<file path="config.mk">
export PLATFORM = sky130hd
export DESIGN_NAME = key_remap_config
export DESIGN_NICKNAME = d
export VERILOG_FILES = /design/src/rtl/key_remap_config.sv
export SDC_FILE = /design/constraint.sdc
export NUM_CORES = 1
export LEC_CHECK = 0
export BUFFER_PORTS_ARGS = -buffer_cell sky130_fd_sc_hd__buf_2
export CAP_MARGIN = 20
export CORE_MARGIN = 4
export CORE_UTILIZATION = 55
export DETAILED_ROUTE_END_ITERATION = 16
export GPL_TIMING_DRIVEN = 1
export PLACE_DENSITY_LB_ADDON = 0.15
export SYNTH_ARGS = -nofsm -noshare
export SYNTH_HDL_FRONTEND = slang
export SYNTH_SLANG_ARGS = --single-unit
</file>
<file path="constraint.sdc">
create_clock -name slow_clk -period 2.1 [get_ports slow_clk]
set_input_delay 0.21 -clock slow_clk [delete_from_list [all_inputs] [get_ports slow_clk]]
set_output_delay 0.21 -clock slow_clk [all_outputs]
set_load 0.05 [all_outputs]
</file>
<file path="src/rtl/key_remap_config.sv">
// Keyboard-remap configurator: learns a key-to-note permutation from the order of
// key presses and commits it atomically. It also supports abort, identity restore and map lookup.
module key_remap_config #(
  parameter int N_KEYS = 8,
  parameter int IDX_W  = 3
) (
  input  logic                      slow_clk,
  input  logic                      rst_n,
  input  logic                      start,
  input  logic [N_KEYS-1:0]         pose_buts,
  input  logic                      pose_esc,
  input  logic [IDX_W-1:0]          key_idx,
  output logic [IDX_W-1:0]          note_idx,
  output logic [N_KEYS*IDX_W-1:0]   perm_flat,
  output logic [IDX_W-1:0]          setting_cnt,
  output logic                      busy,
  output logic                      done,
  output logic                      err,
  output logic                      aborted,
  output logic [1:0]                state_dbg
);

  typedef enum logic [1:0] {
    S_IDLE   = 2'd0,
    S_LEARN  = 2'd1,
    S_COMMIT = 2'd2
  } state_t;

  localparam logic [IDX_W-1:0] LAST_PRESS = IDX_W'(N_KEYS - 2);
  localparam logic [IDX_W-1:0] LAST_NOTE  = IDX_W'(N_KEYS - 1);

  state_t             state, state_d;
  logic [IDX_W-1:0]   perm [N_KEYS];
  logic [IDX_W-1:0]   sh   [N_KEYS];
  logic [N_KEYS-1:0]  used;
  logic [IDX_W-1:0]   cnt;

  logic one_hot, hit_used;
  logic do_start, do_restore, do_abort, do_accept, do_reject, do_commit;

  assign one_hot  = (pose_buts != '0) &&
                    ((pose_buts & (pose_buts - N_KEYS'(1))) == '0);
  assign hit_used = |(pose_buts & used);

  // Priority within LEARN: escape, then a fresh single press, then any other press is an error.
  always_comb begin
    state_d    = state;
    do_start   = 1'b0;
    do_restore = 1'b0;
    do_abort   = 1'b0;
    do_accept  = 1'b0;
    do_reject  = 1'b0;
    do_commit  = 1'b0;
    case (state)
      S_IDLE: begin
        if (start) begin
          do_start = 1'b1;
          state_d  = S_LEARN;
        end else if (pose_esc) begin
          do_restore = 1'b1;
        end
      end
      S_LEARN: begin
        if (pose_esc) begin
          do_abort = 1'b1;
          state_d  = S_IDLE;
        end else if (one_hot && !hit_used) begin
          do_accept = 1'b1;
          if (cnt == LAST_PRESS) state_d = S_COMMIT;
        end else if (pose_buts != '0) begin
          do_reject = 1'b1;
        end
      end
      S_COMMIT: begin
        do_commit = 1'b1;
        state_d   = S_IDLE;
      end
      default: state_d = S_IDLE;
    endcase
  end

  always_ff @(posedge slow_clk or negedge rst_n) begin
    if (!rst_n) begin
      state   <= S_IDLE;
      used    <= '0;
      cnt     <= '0;
      done    <= 1'b0;
      err     <= 1'b0;
      aborted <= 1'b0;
      for (int i = 0; i < N_KEYS; i++) begin
        perm[i] <= IDX_W'(i);
        sh[i]   <= '0;
      end
    end else begin
      state   <= state_d;
      done    <= do_commit;
      err     <= do_reject;
      aborted <= do_abort;
      if (do_start || do_abort || do_commit) begin
        used <= '0;
        cnt  <= '0;
      end
      if (do_accept) begin
        for (int i = 0; i < N_KEYS; i++) begin
          if (pose_buts[i]) begin
            sh[i]   <= cnt;
            used[i] <= 1'b1;
          end
        end
        cnt <= cnt + IDX_W'(1);
      end
      if (do_restore) begin
        for (int i = 0; i < N_KEYS; i++) perm[i] <= IDX_W'(i);
      end
      // The one key never pressed takes the highest note, so perm stays a permutation.
      if (do_commit) begin
        for (int i = 0; i < N_KEYS; i++) perm[i] <= used[i] ? sh[i] : LAST_NOTE;
      end
    end
  end

  for (genvar g = 0; g < N_KEYS; g++) begin : g_flat
    assign perm_flat[g*IDX_W +: IDX_W] = perm[g];
  end

  assign note_idx    = perm[key_idx];
  assign setting_cnt = cnt;
  assign busy        = (state != S_IDLE);
  assign state_dbg   = state;

endmodule

</file>
== After elaboration in Yosys (flattened, before gate mapping) ==
Cells that the tools add are included.
Cells by class
  bitwise operators: 3
  div/mod/pow operators: 0
  $mul: 0
  mux-type cells: 44
  equality and inequality tests: 6
  shift-type cells: 0
  order comparisons: 1
  reductions and logical operators: 21
  add/subtract/negate cells: 2
Operators by type and width (count)
  $mux 24: 2
  $mux 3: 12
  $mux 1: 22
  $and 8x8->8: 2
  $mux 8: 2
  $reduce_and 2->1: 8
  $bmux 3 s3: 1
  $logic_not 8->1: 1
  $mux 2: 4
  $reduce_bool 8->1: 1
  $reduce_or 8->1: 1
  $sub 8x1->8 const B: 1
  $ne 3x3->1 const B: 2
  $reduce_bool 2->1: 3
  $ge 4x4->1 const B: 1
  $not 3->4: 1
  $pmux 2 s2: 1
  $add 3x1->3 const B: 1
  $eq 3x3->1 const B: 1
  $reduce_and 3->1: 1
  $eq 2x1->1 const B: 1
  $eq 2x2->1 const B: 1
  $logic_and 1x1->1: 2
  $logic_not 2->1: 1
  other kinds (3): 4
Word-level totals
  bits in registers: 64
  output and inout port bits: 36
  ROM bits: 0
  RAM bits: 0
  memories: 0
  bits in latches: 0
  bits of input ports: 15

== Depth between registers and ports, before layout ==
  depth in word-level cells: 9
  depth in mapped cells: 6

== Worst setup path before layout ==
No wires, ideal clock.
  kind: input port to flip-flop
  from: input port pose_buts[5]
  to: register sh[10] (netlist name)
  stages on the path: 6
  setup slack: 0.125 ns
  path buffers: 1
  data arrival time: 1.850 ns
  required time: 1.975 ns
  setup time: 0.125 ns
  cell sequence: or4b_2 -> a211o_1 -> nand3_1 -> buf_4 -> nand4_1 -> mux2_2
Between the ends
  word-level cells in the longest chain between the ends: 9
  elaborated cells between the ends (all ways): 13
Ends and longest elaborated chain
  start: declaration: line 10  | input logic [N_KEYS-1:0] pose_buts,
  $sub 8x1->8: line 42  | ((pose_buts & (pose_buts - N_KEYS'(1))) == '0);
  $and 8x8->8: line 42
  $logic_not 8->1: line 42
  $logic_and 1x1->1: line 41  | assign one_hot = (pose_buts != '0) &&
  $logic_and 1x1->1 (*): line 67  | end else if (one_hot && !hit_used) begin
  $mux 1 (*): line 67
  $mux 1 (*): line 64  | if (pose_esc) begin
  $mux 1 (*): line 54  | case (state)
  $reduce_and 2->1 (no line) (*)
  end signal: indexed assignment: line 106  | sh[i] <= cnt;
  end: declaration: line 34  | logic [IDX_W-1:0] sh [N_KEYS];
Mark *: on every way between the ends. The rest lies on a longest branch, timed or not.
A chain may end at the register's enable or synchronous reset.

== Worst setup path in the final report ==
  from: register used[6]
  to: register sh[8] (netlist name)
Between the ends
  word-level cells in the longest chain between the ends: 8
Ends and longest elaborated chain
  start: declaration: line 35  | logic [N_KEYS-1:0] used;
  start signal: assignment: line 85  | used <= '0;
  start signal: assignment: line 100  | used <= '0;
  start signal: indexed assignment: line 107  | used[i] <= 1'b1;
  $and 8x8->8: line 43  | assign hit_used = |(pose_buts & used);
  $reduce_or 8->1: line 43
  $logic_not 1->1: line 67
  $logic_and 1x1->1: line 67
  $mux 1: line 67
  $mux 1: line 64
  $mux 1: line 54
  $reduce_and 2->1 (no line)
No other way between the ends.

==> metrics.yaml <==
status: "finished clean"
netlist_instances: 237
dieWidth_um: 79.9
synth-simple-area-share_pct: 13.5
seq_area_sq_mm: 0.00162
max_slew_margin_pct: 35.3
place_hpwl_mm: 4.68
ios: 51
synthAdderAreaFrac_pct: 0.879
drtIter0Drc: 107
r2r_slack_ns: 0.11
finClkSkew_ns: 0.00414
postPlaceCellArea_sq_mm: 0.00328
synthXorXnorAreaFrac_pct: 0
fmax_ghz: 0.502
crit_arrival_ns: 2.20
syn_area_sq_mm: 0.00285
dr_total_vias: 2135
ys_seq_area_share_pct: 56.8
clk_transition_reported_paths_ns: 0.07
finalCriticalPeriod_ns: 1.99
grt_pass1_vias: 2097
syn_avg_cell_area_sq_um: 12.0
antenna_found_initial: 0
clk_path_buf_depth: 2
cp.buffers_inverters: 1
drc_errors: 0
grt_max_degree: 40
fp.dieH_um: 79.9
avgRoutedWirePerCell_um: 17.3
cts_root_buffer: "clkbuf_8"
hold_violations: 0
synth_top_family_by_area: "multiplexers"
synth_fp_nets: 254
antenna_cells: 0
multi_input_area_sq_mm: 0.00116
nFillCells: 379
synth.area.mux_share_pct: 16.1
crit_chain: "a22oi_1 -> nand4_1 -> nor3b_2 -> buf_4 -> nand4_1 -> mux2_2"
crit_required_ns: 2.31
powerDensity_mw_per_mm2: 712
grt-ovfl-total: 0
num-nets-final: 322
synth_compound_area_share_pct: 10.2
place.gp.congestion: 0.875
vias_per_cell: 5.66
area_growth_pct: 21.8
numCtsBuffers: 9
worstSetupStartpointType: "flop"
utilization_pct: 71.0
maxCapViolCount: 0
max_stage_delay_ns: 0.43
coreArea_sq_mm: 0.00488
ys.flop_type: "dfrtp_1"
setup_ws_ns: 0.109
rows: 25
finalSetupViolations: 0
h-tree-depth: 3
critical_path.endpoint_type: "flop"
cp_common_cell: "nand4_1"
fin_area_sq_mm: 0.00347
cts_tree: "yes"
slew_viol_final: 0
ir_worst_vdd_uv: 464
final_antenna_net_count: 0
rsz0062_at_grt: "false"
dp_slack_ns: -0.0973
leakagePower_nw: 1.74
hold_path.class: "in2reg"
critPathKind: "reg2reg"
cts_sinks: 64
synth-seq-cells: 64
wirelength_mm: 6.52
synth_edf_count: 0
drive_above_1_share_pct: 41.6
numPortBuffers: 50
crit_family: "simple AND/OR/NAND/NOR gates"
synth_async_sr_flop_share_pct: 100
critPathSlowestCell: "dfrtp_1"
yosysWarnings: 0
start_util_pct: 58.3
clock_latency_ns: 0.33
synth_cell_types: 38
worstMarginPinSlew_ns: 0.967
dr.pass1.iters: 4
worstPathMaxFanout: 5
die-area_sq_mm: 0.00639
grt_usage_pct: 22.6
grt_pass1_wl_mm: 10.7
layout_worst_path_cycle_share_pct: 94.8
-- final timing paths --
kind | startpoint | to | cells after the start
max | used[6]$_DFF_PN0_ | sh[8]$_DFFE_PN0P_ | 6
min | pose_esc | aborted$_DFF_PN0_ | 3
max reg2reg | used[6]$_DFF_PN0_ | sh[8]$_DFFE_PN0P_ | 6
min reg2reg | perm_flat[13]$_DFFE_PN0P_ | perm_flat[13]$_DFFE_PN0P_ | 2
max in group asynchronous | rst_n | perm_flat[7]$_DFFE_PN1P_ | 3
min in group asynchronous | rst_n | perm_flat[13]$_DFFE_PN0P_ | 2
-- placed cells by master (no fill, tap or decap), drive strengths merged, types with 3 or more instances in the layout --
| master | netlist | routed |
|---|---|---|
| buf | 2 | 67 |
| dfrtp | 52 | 52 |
| nand2 | 41 | 41 |
| mux2 | 27 | 27 |
| o21ai | 19 | 19 |
| dfstp | 12 | 12 |
| clkbuf | 9 | 12 |
| nand4 | 10 | 10 |
| o22a | 9 | 9 |
| nor2b | 8 | 8 |
| inv | 7 | 7 |
| mux4 | 6 | 6 |
| o32a | 3 | 3 |
| clkinv | 0 | 3 |
| nor3b | 3 | 3 |
-- registers in the layout, indices dropped and copies added, names as in the netlist --
| name | flops |
|---|---|
| setting_cnt | 3 |
| sh | 24 |
| err | 1 |
| aborted | 1 |
| done | 1 |
| used | 8 |
| state_dbg | 2 |
| perm_flat | 24 |
-- per-layer routing --
| layer | GRT usage (%) | vias to the layer above | part of all wire [%] | wire length [um] |
|---|---|---|---|---|
| met5 | 0 | - | 0 | 0 |
| met4 | 9.12 | 0 | 1.4 | 89 |
| met3 | 5.08 | 9 | 6.4 | 420 |
| met2 | 33.3 | 81 | 45 | 2920 |
| met1 | 32.4 | 1048 | 47 | 3090 |
| li1 | - | 997 | - | - |
-- cell type report --
| type | count | area share [%] |
|---|---|---|
| clock inverter | 4 | 1.30 |
| multi-input combinational | 155 | 33.4 |
| timing repair buffer | 68 | 11.6 |
| inverter | 7 | 0.758 |
| clock buffer | 12 | 3.90 |
| sequential | 64 | 46.6 |
| tap | 67 | 2.42 |
-- tightest hold or removal path, stage by stage --
cell,delay [ns]
buf_2,0.11
inv_1,0.06
nor3b_1,0.05
-- metrics by stage --
step | TNS, ns | hold WS (ns) | std cells | power, mW
after floorplan | 0 | -0.0856 | 237 | 1.40
after detailed placement | -1.56 | 0.253 | 360 | 1.51
final | 0 | 0.140 | 377 | 2.47
after global routing | 0 | 0.118 | 377 | 2.58
after CTS | 0 | 0.124 | 377 | 2.49
after global placement | -1.03 | 0.245 | 360 | 1.51
-- Yosys cell counts (all sizes together) (2+ instances only) --
library cell	count	area share, %
a21oi	2	0.35
mux2i	2	0.70
or3	2	0.44
nor3b	3	0.97
inv	7	0.92
clkbuf	9	1.2
nor2b	8	1.8
or2	2	0.44
o22a	9	2.8
dfrtp	52	46
dfstp	12	11
a22oi	2	0.53
mux2	27	11
nand4	10	2.2
ha	2	0.88
o32a	3	1.1
nand2	41	5.4
o21ai	19	3.3
mux4	6	4.7
buf	2	0.40
nor2	2	0.26
-- cell families after synthesis --
family | Yosys count
AND/OR/NAND/NOR | 76
flip-flops | 64
AO/OA/AOI/OAI | 42
multiplexers | 35
buffers and inverters | 18
adder cells (fa/ha/maj) | 2
-- where the power goes --
group	total, mW	internal, mW	switching (mW)
clock	0.979	0.544	0.436
combinational	0.237	0.0789	0.158
sequential	1.25	1.24	0.00766
-- timing repair --
action	4_1_cts	5_1_grt
hold buffers	1	0
setup buffers	0	0
resized for setup	0	0
endpoints found under the hold margin	19	0
No activity file was read; power rests on OpenSTA's default activity.
